**src/rtl/vga_vram_arbiter.sv**
```systemverilog
// vga_vram_arbiter: time-shares one single-port synchronous VRAM between the
// VGA pixel fetch and a CPU requester. Display reads own every pixel-phase
// slot inside the visible area; the CPU is served in all remaining cycles.
module vga_vram_arbiter #(
  parameter int H_RES        = 640,
  parameter int V_RES        = 480,
  parameter int COUNTER_BITS = 16,
  parameter int ADDR_BITS    = 19,
  parameter int DATA_BITS    = 8
) (
  input  logic                    clk_50MHz,
  input  logic                    clear,
  input  logic                    pix_phase,
  input  logic                    bright,
  input  logic [COUNTER_BITS-1:0] h_count,
  input  logic [COUNTER_BITS-1:0] v_count,
  input  logic                    cpu_req,
  input  logic                    cpu_we,
  input  logic [ADDR_BITS-1:0]    cpu_addr,
  input  logic [DATA_BITS-1:0]    cpu_wdata,
  output logic                    cpu_ack,
  output logic [DATA_BITS-1:0]    cpu_rdata,
  output logic [ADDR_BITS-1:0]    mem_addr,
  output logic                    mem_we,
  output logic [DATA_BITS-1:0]    mem_wdata,
  input  logic [DATA_BITS-1:0]    mem_rdata,
  output logic [DATA_BITS-1:0]    pixel,
  output logic                    pixel_valid
);

  localparam logic [COUNTER_BITS-1:0] H_LIM     = COUNTER_BITS'(H_RES);
  localparam logic [COUNTER_BITS-1:0] V_LIM     = COUNTER_BITS'(V_RES);
  localparam logic [ADDR_BITS:0]      PIX_TOTAL = (ADDR_BITS+1)'(H_RES * V_RES);

  typedef enum logic [1:0] {C_IDLE, C_WACK, C_RW1, C_RW2} cpu_state_t;
  typedef enum logic [1:0] {T_NONE, T_DISP, T_CPU} owner_tag_t;

  cpu_state_t state_q, state_d;
  owner_tag_t tag_q, tag_qq;

  logic                 disp_slot;
  logic                 cpu_issue;
  logic                 cpu_in_range;
  logic [ADDR_BITS-1:0] disp_addr;

  assign disp_slot    = pix_phase && bright && (h_count < H_LIM) && (v_count < V_LIM);
  // The ack register term keeps a request that is still held during its own
  // ack cycle from being reissued; the next op starts after ack falls.
  assign cpu_issue    = !disp_slot && (state_q == C_IDLE) && cpu_req && !cpu_ack;
  assign cpu_in_range = {1'b0, cpu_addr} < PIX_TOTAL;
  // Modular arithmetic at ADDR_BITS gives the truncated linear address directly.
  assign disp_addr    = ADDR_BITS'(v_count) * ADDR_BITS'(H_LIM) + ADDR_BITS'(h_count);

  // CPU FSM state register.
  always_ff @(posedge clk_50MHz) begin
    if (!clear) state_q <= C_IDLE;
    else        state_q <= state_d;
  end

  // CPU FSM next-state logic.
  always_comb begin
    state_d = state_q;
    unique case (state_q)
      C_IDLE:  if (cpu_issue) state_d = (cpu_we || !cpu_in_range) ? C_WACK : C_RW1;
      C_WACK:  state_d = C_IDLE;
      C_RW1:   state_d = C_RW2;
      C_RW2:   state_d = C_IDLE;
      default: state_d = C_IDLE;
    endcase
  end

  // Memory port, owner-tag pipe and return routing to pixel / CPU outputs.
  always_ff @(posedge clk_50MHz) begin
    if (!clear) begin
      mem_addr    <= '0;
      mem_we      <= 1'b0;
      mem_wdata   <= '0;
      cpu_ack     <= 1'b0;
      cpu_rdata   <= '0;
      pixel       <= '0;
      pixel_valid <= 1'b0;
      tag_q       <= T_NONE;
      tag_qq      <= T_NONE;
    end else begin
      mem_we      <= 1'b0;
      cpu_ack     <= 1'b0;
      pixel_valid <= 1'b0;
      tag_q       <= T_NONE;
      tag_qq      <= tag_q;

      if (disp_slot) begin
        mem_addr <= disp_addr;
        tag_q    <= T_DISP;
      end else if (cpu_issue) begin
        if (cpu_in_range) begin
          mem_addr  <= cpu_addr;
          mem_we    <= cpu_we;
          mem_wdata <= cpu_wdata;
          if (!cpu_we) tag_q <= T_CPU;
        end else begin
          cpu_rdata <= '0;
        end
      end

      if (state_q == C_WACK) cpu_ack <= 1'b1;

      if (tag_qq == T_CPU) begin
        cpu_rdata <= mem_rdata;
        cpu_ack   <= 1'b1;
      end

      if (tag_qq == T_DISP) begin
        pixel       <= mem_rdata;
        pixel_valid <= 1'b1;
      end else if (!bright) begin
        pixel <= '0;
      end
    end
  end

endmodule

```
**config.mk**
```make
export PLATFORM = sky130hd
export DESIGN_NAME = vga_vram_arbiter
export DESIGN_NICKNAME = d
export VERILOG_FILES = /design/src/rtl/vga_vram_arbiter.sv
export SDC_FILE = /design/constraint.sdc
export NUM_CORES = 1
export LEC_CHECK = 0
export BUFFER_PORTS_ARGS = -buffer_cell sky130_fd_sc_hd__buf_2
export CAP_MARGIN = 15
export CORE_UTILIZATION = 49
export DETAILED_ROUTE_END_ITERATION = 10
export GPL_ROUTABILITY_DRIVEN = 0
export HOLD_SLACK_MARGIN = 0.08
export PLACE_DENSITY = 0.92
export SLEW_MARGIN = 5
export SYNTH_ARGS = -nofsm -noshare
export SYNTH_HDL_FRONTEND = slang
export SYNTH_SLANG_ARGS = --single-unit
```
**constraint.sdc**
```tcl
create_clock -name clk_50MHz -period 3.9 [get_ports clk_50MHz]
set_input_delay 0.78 -clock clk_50MHz [delete_from_list [all_inputs] [get_ports clk_50MHz]]
set_output_delay 0.78 -clock clk_50MHz [all_outputs]
set_load 0.01 [all_outputs]
```
==> qor.tcl <==
set qor(result_of_the_run) {finished, final reports clean}
set qor(clk-insertion-delay-late_ps) 300
set qor(synth.top_cell.area_share_pct) 35.4
set qor(final_cell_mix) {buf_2 (118), dfxtp_1 (52), nor2_1 (43), a21oi_1 (32), nand2_1 (31)}
set qor(hold_violations) 0
set qor(postSynthNetCount) 441
set qor(grt_first_pass_wirelength_um) 12100
set qor(most_frequently_used_flop_master_after_synthesis) {dfxtp_1}
set qor(routed_wire_length_per_instance_um) 14.4
set qor(hold_slack_ps) 453
set qor(pin_count) 119
set qor(setup_tns_ps) 0
set qor(postCtsHoldBufs) 0
set qor(postCtsResizedCells) 0
set qor(layout_commonest_cell) {buf_2}
set qor(postSynthCellCount) 339
set qor(route.detailed.vias_per_inst) 5.54
set qor(maxCapViolations) 0
set qor(actual_slew_at_the_worst_max_slew_pin_ps) 782
set qor(total_leakage_power_nw) 1.74
set qor(final.setup_skew_ps) 6.46
set qor(synth_edf_count) 0
set qor(synth_area_leaders) {dfxtp_1 (35%), ha_1 (11%), nor2_1 (5.5%)}
set qor(grt_resource_usage_total_pct) 24.4
set qor(totalWireLength_um) 7530
set qor(total_power_w) 0.00135
set qor(clock-root-buffer) {clkbuf_8}
set qor(synth.yosys.warnings) 0
set qor(postSynthAreaPerCell_um2) 8.67
set qor(coreArea_um2) 5640
set qor(area.growth.synth_to_final_pct) 24.4
set qor(clockPowerShare_pct) 28.0
set qor(crit_path_start_kind) {input port}
set qor(mappedNetlistArea_um2) 2940
set qor(timing.final.crit_share_pct) 85.5
set qor(power.density_nw_per_um2) 368
set qor(initial_core_utilization_pct) 52.1
set qor(grt_antenna_before_repair) 0
set qor(drv_slew) 0
set qor(drive_gt1_share_pct) 29.7
set qor(via_count) 2896
set qor(initialDrtViolationCount) 115
set qor(rows) 27
set qor(clock_tree.htree_level_count) 2
set qor(crit_arrival_ps) 3530
set qor(cts_tree) {done}
set qor(critical_path_peak_fanout) 4
set qor(synthDistinctLibCells) 45
set qor(drt-pass1-iter-count) 4
set qor(seq_area_frac_synth_pct) 35.4
set qor(rsz_0062_raised_after_global_routing) {false}
set qor(design.final.nets) 552
set qor(number_of_buffers_created_by_cts) 5
set qor(period_minus_slack_ps) 3340
set qor(io_buffer_count) 118
set qor(finalCoreUtilization_pct) 64.8
set qor(worst_ir_drop_vdd_v) 0.000261
set qor(max_clock_freq_mhz) 300
set qor(design.die.area_um2) 6310
set qor(grt_max_degree) 46
set qor(dp_cells) 515
set qor(hold_crit_class) {register to register}
set qor(finalSetupViolCount) 0
set qor(drt_drc_violations_left) 0
set qor(cts_buffer_depth) 2
set qor(worst_setup_hold_path_clk_slew_ps) 90
set qor(critPathKind) {input port to register}
set qor(overflow) 0
set qor(p_switching_w) 0.000419
set qor(yosys.area.top_type) {dfxtp_1}
set qor(power.combinational.fraction_pct) 29.9
set qor(cts_post_setup_buffers_inserted) 0
set qor(drtAntennaViolNets) 0
set qor(number_of_synthesized_register_bits) 52
set qor(antenna-diode-count) 0
set qor(numClockSinks) 52
set qor(grt_pass1_vias) 2759
set qor(cp.required_ps) 4090
set qor(max-slew-margin-rel_pct) 47.8
set qor(final_cell_count_no_fill) 523
set qor(fp.dieW_um) 79.4
set qor(async_reset_ff_share_pct) 0
set qor(portion_of_total_power_attributed_to_sequential_cells_pct) 42.1
set qor(worstSetupEndpointType) {register}
set qor(die_h_um) 79.4
set qor(dp_wirelength_um) 5860
set qor(sw_share_pct) 31.2
set qor(internal_power_w) 0.000926
-- worst paths after layout --
path / start / endpoint / slack, ps / cells after the start
min reg2reg: tag_q[1]$_SDFF_PP0_ / tag_qq[1]$_SDFF_PN0_ / 450 / 1
min: tag_q[1]$_SDFF_PP0_ / tag_qq[1]$_SDFF_PN0_ / 450 / 1
max: v_count[2] / mem_addr[17]$_SDFFE_PN0P_ / 560 / 14
max reg2reg: state_q[0]$_SDFFE_PN0P_ / mem_addr[10]$_SDFFE_PN0P_ / 1540 / 5
-- power groups by stage --
stage	registers, W	logic [W]	clock network (W)
2_1_floorplan	0.000588	0.000270	0
3_3_place_gp	0.000576	0.000377	0
3_5_place_dp	0.000578	0.000396	0
4_1_cts	0.000565	0.000399	0.000377
5_1_grt	0.000569	0.000448	0.000403
6_report	0.000566	0.000403	0.000377
-- final cells by class --
| cell class | instances | area [um2] |
|---|---|---|
| clock buffers | 5 | 68.8 |
| inverters | 7 | 26.3 |
| fillers | 490 | 1990 |
| multi-input cells | 264 | 1780 |
| repair buffers | 120 | 606 |
| clock inverters | 3 | 46.3 |
| well taps | 72 | 90.1 |
| flip-flops and latches | 52 | 1040 |
-- synthesized netlist by cell type (2+ instances only) --
| cell type | number |
|---|---|
| fa_1 | 2 |
| o211ai_1 | 2 |
| inv_1 | 6 |
| o21ai_0 | 11 |
| nor4_1 | 2 |
| nand2b_1 | 2 |
| a22oi_1 | 8 |
| nor2_1 | 43 |
| mux2i_1 | 16 |
| dfxtp_1 | 52 |
| nand2_1 | 31 |
| xnor2_1 | 10 |
| nor2b_1 | 3 |
| nor3_1 | 6 |
| nand4_1 | 3 |
| nand3_1 | 10 |
| a211oi_1 | 17 |
| a21oi_1 | 32 |
| and2_1 | 4 |
| buf_12 | 2 |
| clkbuf_1 | 11 |
| xor2_1 | 4 |
| a21o_1 | 4 |
| o21a_1 | 3 |
| ha_1 | 27 |
| buf_2 | 2 |
| o41ai_1 | 2 |
| and3_1 | 7 |
-- logic make-up (layout without fill, tap and decap cells) --
group                      count (synthesis)  after routing  share of synthesized area, %
AOI/OAI and AO/OA                         86             86                          19.0
xor gates and xnor gates                  14             14                          4.17
adders and majority gates                 29             29                          12.9
buffers and inverters                     23            135                          4.13
DFF                                       52             52                          35.4
muxes                                     17             17                          5.83
and+or+nand+nor                          118            118                          18.6
-- flip-flops by register name (all words and copies together), names as in the netlist --
name	cells
mem_wdata	8
tag_q	2
tag_qq	2
mem_addr	19
cpu_ack	1
mem_we	1
pixel_valid	1
pixel	8
cpu_rdata	8
state_q	2
-- layer usage --
metal  track usage [%]  vias up  part of all wire [%]
met5                 0        -                     0
met4              10.2        0                   2.2
met3              5.26       16                   6.9
met2              45.1      131                    51
met1              26.4     1311                    40
li1                  -     1438                     -
-- per-stage QoR --
| stage | area, um2 | setup WS (ps) |
|---|---|---|
| after global routing | 3650 | 390 |
| after detailed placement | 3540 | 291 |
| final | 3650 | 564 |
| after floorplan | 2940 | 727 |
| after CTS | 3650 | 595 |
| after global placement | 3540 | 463 |
-- critical path, stage by stage --
cell,delay (ps)
buf_2,110
ha_1,340
ha_1,310
a21oi_1,200
inv_1,70
a21oi_1,180
xnor2_1,80
ha_1,350
o21ai_0,100
a21oi_1,230
o21ai_0,180
a21boi_0,340
a221o_1,220
nor2_1,40
Power figures use the tool's default switching activity.
